==> src/rtl/clock_pkg.sv <==
// Shared encodings and BCD helpers for the clock time-setting controller.
// Time fields are packed BCD digit pairs {tens, ones}.
package clock_pkg;

  typedef enum logic [1:0] {
    ST_RUN   = 2'd0,
    ST_SET_H = 2'd1,
    ST_SET_M = 2'd2,
    ST_SET_S = 2'd3
  } state_t;

  localparam logic [3:0] BCD_MAX           = 4'd9;
  localparam logic [3:0] SEC_TENS_MAX      = 4'd5;
  localparam logic [3:0] MIN_TENS_MAX      = 4'd5;
  localparam logic [3:0] HR_TENS_MAX       = 4'd2;
  localparam logic [3:0] HR_ONES_AT_TOP    = 4'd3;

  typedef struct packed {
    logic [3:0] h1;
    logic [3:0] h0;
    logic [3:0] m1;
    logic [3:0] m0;
    logic [3:0] s1;
    logic [3:0] s0;
  } bcd_time_t;

  // Minutes/seconds style field: valid range 00..{tens_max}9.
  function automatic logic sexa_valid(input logic [3:0] tens, input logic [3:0] ones,
                                      input logic [3:0] tens_max);
    return (ones <= BCD_MAX) && (tens <= tens_max);
  endfunction

  function automatic logic hours_valid(input logic [3:0] tens, input logic [3:0] ones);
    return (ones <= BCD_MAX) &&
           ((tens < HR_TENS_MAX) || ((tens == HR_TENS_MAX) && (ones <= HR_ONES_AT_TOP)));
  endfunction

  function automatic logic [7:0] sexa_inc(input logic [3:0] tens, input logic [3:0] ones,
                                          input logic [3:0] tens_max);
    if (ones >= BCD_MAX) begin
      if (tens >= tens_max) return 8'h00;
      return {tens + 4'd1, 4'd0};
    end
    return {tens, ones + 4'd1};
  endfunction

  function automatic logic [7:0] hours_inc(input logic [3:0] tens, input logic [3:0] ones);
    if ((tens >= HR_TENS_MAX) && (ones >= HR_ONES_AT_TOP)) return 8'h00;
    if (ones >= BCD_MAX) return {tens + 4'd1, 4'd0};
    return {tens, ones + 4'd1};
  endfunction

endpackage

==> src/rtl/btn_debounce.sv <==
// Two-flop synchronizer plus counting debouncer for one raw push-button.
// press is a registered single-cycle pulse on each debounced 0->1 change.
module btn_debounce #(
  parameter int DEB_CYCLES = 50000
) (
  input  logic CLOCK,
  input  logic rst,
  input  logic raw,
  output logic level,
  output logic press
);

  localparam int CW = (DEB_CYCLES > 1) ? $clog2(DEB_CYCLES) : 1;
  localparam logic [CW-1:0] CNT_LAST = CW'(DEB_CYCLES - 1);

  logic          sync_1;
  logic          sync_2;
  logic          level_d;
  logic [CW-1:0] cnt;

  always_ff @(posedge CLOCK or posedge rst) begin
    if (rst) begin
      sync_1  <= 1'b0;
      sync_2  <= 1'b0;
      level   <= 1'b0;
      level_d <= 1'b0;
      press   <= 1'b0;
      cnt     <= '0;
    end else begin
      sync_1  <= raw;
      sync_2  <= sync_1;
      level_d <= level;
      press   <= level & ~level_d;
      // Any sample that agrees with the accepted level restarts the count.
      if (sync_2 != level) begin
        if (cnt == CNT_LAST) begin
          level <= sync_2;
          cnt   <= '0;
        end else begin
          cnt <= cnt + 1'b1;
        end
      end else begin
        cnt <= '0;
      end
    end
  end

endmodule

==> src/rtl/clock_set_ctrl.sv <==
// Time-setting controller: RUN -> SET_H -> SET_M -> SET_S -> RUN on mode presses,
// BCD edit registers driven onto the counter load buses while setting.
module clock_set_ctrl
  import clock_pkg::*;
#(
  parameter int DEB_CYCLES     = 50000,
  parameter int BLINK_CYCLES   = 12500000,
  parameter int TIMEOUT_CYCLES = 500000000
) (
  input  logic       CLOCK,
  input  logic       rst,
  input  logic       btn_mode,
  input  logic       btn_inc,
  input  logic [3:0] S0,
  input  logic [3:0] S1,
  input  logic [3:0] M0,
  input  logic [3:0] M1,
  input  logic [3:0] H0,
  input  logic [3:0] H1,
  output logic       set_s,
  output logic       set_m,
  output logic       set_h,
  output logic [3:0] S0_ld,
  output logic [3:0] S1_ld,
  output logic [3:0] M0_ld,
  output logic [3:0] M1_ld,
  output logic [3:0] H0_ld,
  output logic [3:0] H1_ld,
  output logic [1:0] mode,
  output logic       blink
);

  localparam int IW = (TIMEOUT_CYCLES > 1) ? $clog2(TIMEOUT_CYCLES) : 1;
  localparam int BW = (BLINK_CYCLES > 1) ? $clog2(BLINK_CYCLES) : 1;
  localparam logic [IW-1:0] IDLE_LAST  = IW'(TIMEOUT_CYCLES - 1);
  localparam logic [BW-1:0] BLINK_LAST = BW'(BLINK_CYCLES - 1);

  logic          mode_level;
  logic          inc_level;
  logic          mode_p;
  logic          inc_p;
  logic          unused_levels;
  state_t        state;
  state_t        state_next;
  logic          set_q;
  bcd_time_t     edit;
  logic [IW-1:0] idle_cnt;
  logic [BW-1:0] blink_cnt;
  logic          blink_q;

  btn_debounce #(.DEB_CYCLES(DEB_CYCLES)) u_deb_mode (
    .CLOCK (CLOCK),
    .rst   (rst),
    .raw   (btn_mode),
    .level (mode_level),
    .press (mode_p)
  );

  btn_debounce #(.DEB_CYCLES(DEB_CYCLES)) u_deb_inc (
    .CLOCK (CLOCK),
    .rst   (rst),
    .raw   (btn_inc),
    .level (inc_level),
    .press (inc_p)
  );

  assign unused_levels = mode_level | inc_level;

  // State register; set_q is registered alongside so loads switch on the mode edge.
  always_ff @(posedge CLOCK or posedge rst) begin
    if (rst) begin
      state <= ST_RUN;
      set_q <= 1'b0;
    end else begin
      state <= state_next;
      set_q <= (state_next != ST_RUN);
    end
  end

  always_comb begin
    state_next = state;
    if (mode_p) begin
      case (state)
        ST_RUN:   state_next = ST_SET_H;
        ST_SET_H: state_next = ST_SET_M;
        ST_SET_M: state_next = ST_SET_S;
        default:  state_next = ST_RUN;
      endcase
    end else if ((state != ST_RUN) && (idle_cnt == IDLE_LAST)) begin
      state_next = ST_RUN;
    end
  end

  always_comb begin
    mode  = state;
    set_s = set_q;
    set_m = set_q;
    set_h = set_q;
    blink = blink_q & (state != ST_RUN);
    H1_ld = edit.h1;
    H0_ld = edit.h0;
    M1_ld = edit.m1;
    M0_ld = edit.m0;
    S1_ld = edit.s1;
    S0_ld = edit.s0;
  end

  // Mode takes priority: an inc pulse in the same cycle as a mode pulse is dropped.
  always_ff @(posedge CLOCK or posedge rst) begin
    if (rst) begin
      edit <= '0;
    end else if (mode_p) begin
      if (state == ST_RUN) begin
        {edit.h1, edit.h0} <= hours_valid(H1, H0) ? {H1, H0} : 8'h00;
        {edit.m1, edit.m0} <= sexa_valid(M1, M0, MIN_TENS_MAX) ? {M1, M0} : 8'h00;
        {edit.s1, edit.s0} <= sexa_valid(S1, S0, SEC_TENS_MAX) ? {S1, S0} : 8'h00;
      end
    end else if (inc_p) begin
      case (state)
        ST_SET_H: {edit.h1, edit.h0} <= hours_inc(edit.h1, edit.h0);
        ST_SET_M: {edit.m1, edit.m0} <= sexa_inc(edit.m1, edit.m0, MIN_TENS_MAX);
        ST_SET_S: {edit.s1, edit.s0} <= sexa_inc(edit.s1, edit.s0, SEC_TENS_MAX);
        default:  ;
      endcase
    end
  end

  always_ff @(posedge CLOCK or posedge rst) begin
    if (rst) begin
      idle_cnt <= '0;
    end else if (mode_p || inc_p || (state_next != state) || (state == ST_RUN)) begin
      idle_cnt <= '0;
    end else begin
      idle_cnt <= idle_cnt + 1'b1;
    end
  end

  // Blink phase restarts high on every state entry so the new field shows at once.
  always_ff @(posedge CLOCK or posedge rst) begin
    if (rst) begin
      blink_q   <= 1'b0;
      blink_cnt <= '0;
    end else if (state_next != state) begin
      blink_q   <= 1'b1;
      blink_cnt <= '0;
    end else if (blink_cnt == BLINK_LAST) begin
      blink_q   <= ~blink_q;
      blink_cnt <= '0;
    end else begin
      blink_cnt <= blink_cnt + 1'b1;
    end
  end

endmodule

==> config.mk <==
export PLATFORM = sky130hd
export DESIGN_NAME = clock_set_ctrl
export DESIGN_NICKNAME = d
export VERILOG_FILES = /design/src/rtl/clock_pkg.sv /design/src/rtl/btn_debounce.sv /design/src/rtl/clock_set_ctrl.sv
export SDC_FILE = /design/constraint.sdc
export NUM_CORES = 1
export LEC_CHECK = 0
export BUFFER_PORTS_ARGS = -buffer_cell sky130_fd_sc_hd__buf_2
export CAP_MARGIN = 5
export CELL_PAD_IN_SITES_DETAIL_PLACEMENT = 1
export CELL_PAD_IN_SITES_GLOBAL_PLACEMENT = 1
export CORE_MARGIN = 10
export CORE_UTILIZATION = 46
export CTS_CLUSTER_DIAMETER = 120
export DETAILED_ROUTE_END_ITERATION = 16
export PLACE_DENSITY = 0.83
export SLEW_MARGIN = 30
export SYNTH_ARGS = -nofsm -noshare
export SYNTH_HDL_FRONTEND = slang
export SYNTH_SLANG_ARGS = --single-unit
==> constraint.sdc <==
create_clock -name CLOCK -period 5.2 [get_ports CLOCK]
set_input_delay 1.04 -clock CLOCK [delete_from_list [all_inputs] [get_ports CLOCK]]
set_output_delay 1.04 -clock CLOCK [all_outputs]
set_load 0.05 [all_outputs]
==> reports/results.txt <==
Share of layout cells above drive strength 1: 0.144
Final instance area: 0.00748 mm^2
Int Pwr: 1.94 mW
XOR/XNOR Fraction of Synth Area: 0.111
Largest net degree at the start of global routing: 85
Syn Nets: 711
Worst hold start: u_deb_mode.sync_1
DPL Wire Length: 10.9 mm
I/O Pins: 58
Synth top cells by count: dfrtp_1, nor2_1, xnor2_1
Synth Instances: 658
Worst setup SP type: register
Footprint of the multi-input gates: 0.00303 mm^2
Minimum clock period: 2.93 ns
Static Leak: 3.35 nW
Worst Hold Path Cells: 0
Worst Path Arrival: 3.19 ns
Later-pin clock latency in the skew report: 0.42 ns
H-tree depth: 4
Number of synthesized flops with an enable pin: 0
Distinct cells, synth: 51
Vias: 5067
Final period utilization: 0.563
Worst-path fanout max: 29
Clock power frac: 0.575
Die Area: 0.0188 mm^2
Top cell type's share of synthesized area: 0.487
1st-iter DRT viols: 247
CTS root buffer: clkbuf_16
Status: finished clean
Sequential power share: 0.400
CP max-delay cell: o21ai_4
Worst-path cell chain: inv_1 > ha_1 > or4_4 > nor4_4 > nand3_1 > o21ai_4 > nor2_1
Max VDD drop: 0.244 mV
Core area: 0.0133 mm^2
Die height: 137 um
Core Util, Final: 0.560
Min-Delay Path Class: register to register
CTS clock-pin slew for the worst setup and hold paths: 0.05 ns
Antenna Cells: 0
Synthesis warning total: 0
First-pass GRT wire length: 27.7 mm
GRT overflow: 0
Clock tree buffer depth: 2
Simple-gate share of the synthesized area: 0.225
Path depth of the worst reg2reg path: 7
Biggest area consumer among synthesized cells: dfrtp_1
Switch share: 0.200
R2r setup slk: 2.27 ns
Crit. End Element: register
Final nets: 768
Synth Area in Compound Gates: 0.0847
Worst Path Required: 5.46 ns
Total Neg Setup Slack: 0 ns
Fillers: 1529
Fmax: 342 MHz
DP Area: 0.00677 mm^2
Area Growth Syn to Fin: 18.3%
Slew HR: 0.396
Adder-Cell Fraction of Synth Area: 0.0495
Hold_buf cts: 0
RSZ-0062 raised after global routing: no
Synthesized area: 0.00632 mm^2
Initial antenna violation count: 0
FF/Latch Area: 0.00308 mm^2
Async SR Flop Fraction: 1.00
Final setup vio count: 0
Final hold violations: 0
Switching pwr: 0.486 mW
Share of the yosys chip area belonging to registers: 0.487
Largest family of logic cells by synthesized area: simple AND/OR/NAND/NOR gates
Ys flop type: dfrtp_1
Pre-Repair DR Iteration Count: 4
Routed WL: 16.6 mm
CP max stage delay: 0.67 ns
Critical path's top delay family: simple AND/OR/NAND/NOR gates
CTS sink count: 123
Clk_skew: 0.00870 ns
Synth area leaders: dfrtp_1, nor2_1, xnor2_1
Reg2Reg Launch Point: mode[0]
Max cap viols: 0
Die Span X: 137 um
PostCTS Resize Cnt: 0
Buffers on Ports: 57
CTS Buf Count: 17
Post-synthesis mux area share: 0.00356
Row count: 42
Terminus of the critical flop-to-flop path: idle_cnt[18]
Initial Util: 0.474
Final Worst Setup Slack: 2.27 ns
GP Congestion: 0.806
Crit Path Class: register to register
Post CTS Setup Buffer Count: 0
Max-slew violation count: 0
Final ANT Viol Nets: 0
#FFs+latches synth: 123
Most frequent cell after synthesis: dfrtp_1
Comb pwr share: 0.025
Vias in the first global route: 5503
Mean post-synth cell area: 9.61 um^2
Vias per Instance: 5.61
CP bufs+invs: 1
Pwr/cell area: 325 mW/mm^2
Drt wl/cell: 18.4 um
Hold EP: u_deb_mode.sync_2
Overall global routing resource usage: 0.183
Pre-CTS setup slack: 2.34 ns
CTS tree: done
Worst-Margin Slew: 0.906 ns
Drc violations: 0
layout make-up:
type                       instances  share of cell area
sequential                       123               0.412
multi-input combinational        476               0.405
clock buffer                      22              0.0661
timing repair buffer              59              0.0402
tap                              176              0.0295
clock inverter                    10              0.0279
inverter                          38              0.0197
worst register-to-register path: stages, from the launching register on:
cell and delay, ns:
dfrtp_1 0.46, inv_1 0.13, ha_1 0.29, or4_4 0.57
nor4_4 0.30, nand3_1 0.20, o21ai_4 0.67, nor2_1 0.16
per-stage QoR:
stage	hold WS (ns)	instances	total power, mW
final	0.348	904	2.43
after global routing	0.354	904	2.50
after CTS	0.350	904	2.45
after detailed placement	0.337	872	1.05
after global placement	0.335	872	1.04
after floorplan	0.331	658	1.02
flip-flops by register name, indices dropped and copies added (netlist names), 2 cells and up:
name	flops
u_deb_inc.cnt	16
S1_ld	4
idle_cnt	29
M1_ld	4
mode	2
u_deb_mode.cnt	16
H0_ld	4
blink_cnt	24
M0_ld	4
H1_ld	4
S0_ld	4
placed cells by master, fill, tap and decap left out, drive strengths merged, types with 7 or more instances in the layout:
| cell type | count |
|---|---|
| a21oi | 25 |
| and3 | 17 |
| buf | 59 |
| clkbuf | 22 |
| dfrtp | 123 |
| ha | 25 |
| inv | 38 |
| nand2 | 37 |
| nand3 | 30 |
| nand4 | 21 |
| nor2 | 114 |
| nor2b | 7 |
| nor3 | 27 |
| nor4 | 8 |
| o21ai | 14 |
| xnor2 | 45 |
| xor2 | 35 |
power by group through the flow:
stage	Sequential, mW	Clock (mW)	Combinational (mW)
after floorplan	0.993	0	0.0284
after global placement	0.987	0	0.0571
after detailed placement	0.988	0	0.0612
after CTS	0.971	1.41	0.0624
after global routing	0.972	1.46	0.0685
final	0.971	1.40	0.0605
cell families (layout without fill, tap and decap cells):
family | Yosys count | in the layout
buffers and inverters | 59 | 129
flip-flops | 123 | 123
adder cells (fa/ha/maj) | 25 | 25
AO/OA/AOI/OAI | 80 | 80
multiplexers | 2 | 2
XOR/XNOR | 80 | 80
AND/OR/NAND/NOR | 289 | 289
worst max path at each step:
stage	start	to	slack, ns	cells past startpoint
floorplan	rst	H0_ld[0]	0.89	1
global placement	mode[0]	idle_cnt[8]	2.26	7
detailed placement	mode[0]	idle_cnt[18]	2.34	7
CTS	mode[0]	idle_cnt[18]	2.25	7
global route	mode[0]	idle_cnt[26]	1.98	7
finish	mode[0]	idle_cnt[18]	2.27	7
layer usage:
layer / GRT usage / vias to the layer above / routed length [um]
met2: 0.311 / 81 / 8540
met1: 0.220 / 2585 / 7150
met5: 0 / - / 0
met3: 0.0422 / 25 / 681
li1: - / 2376 / -
met4: 0.0691 / 0 / 260
(Power assumes the default switching activity.)
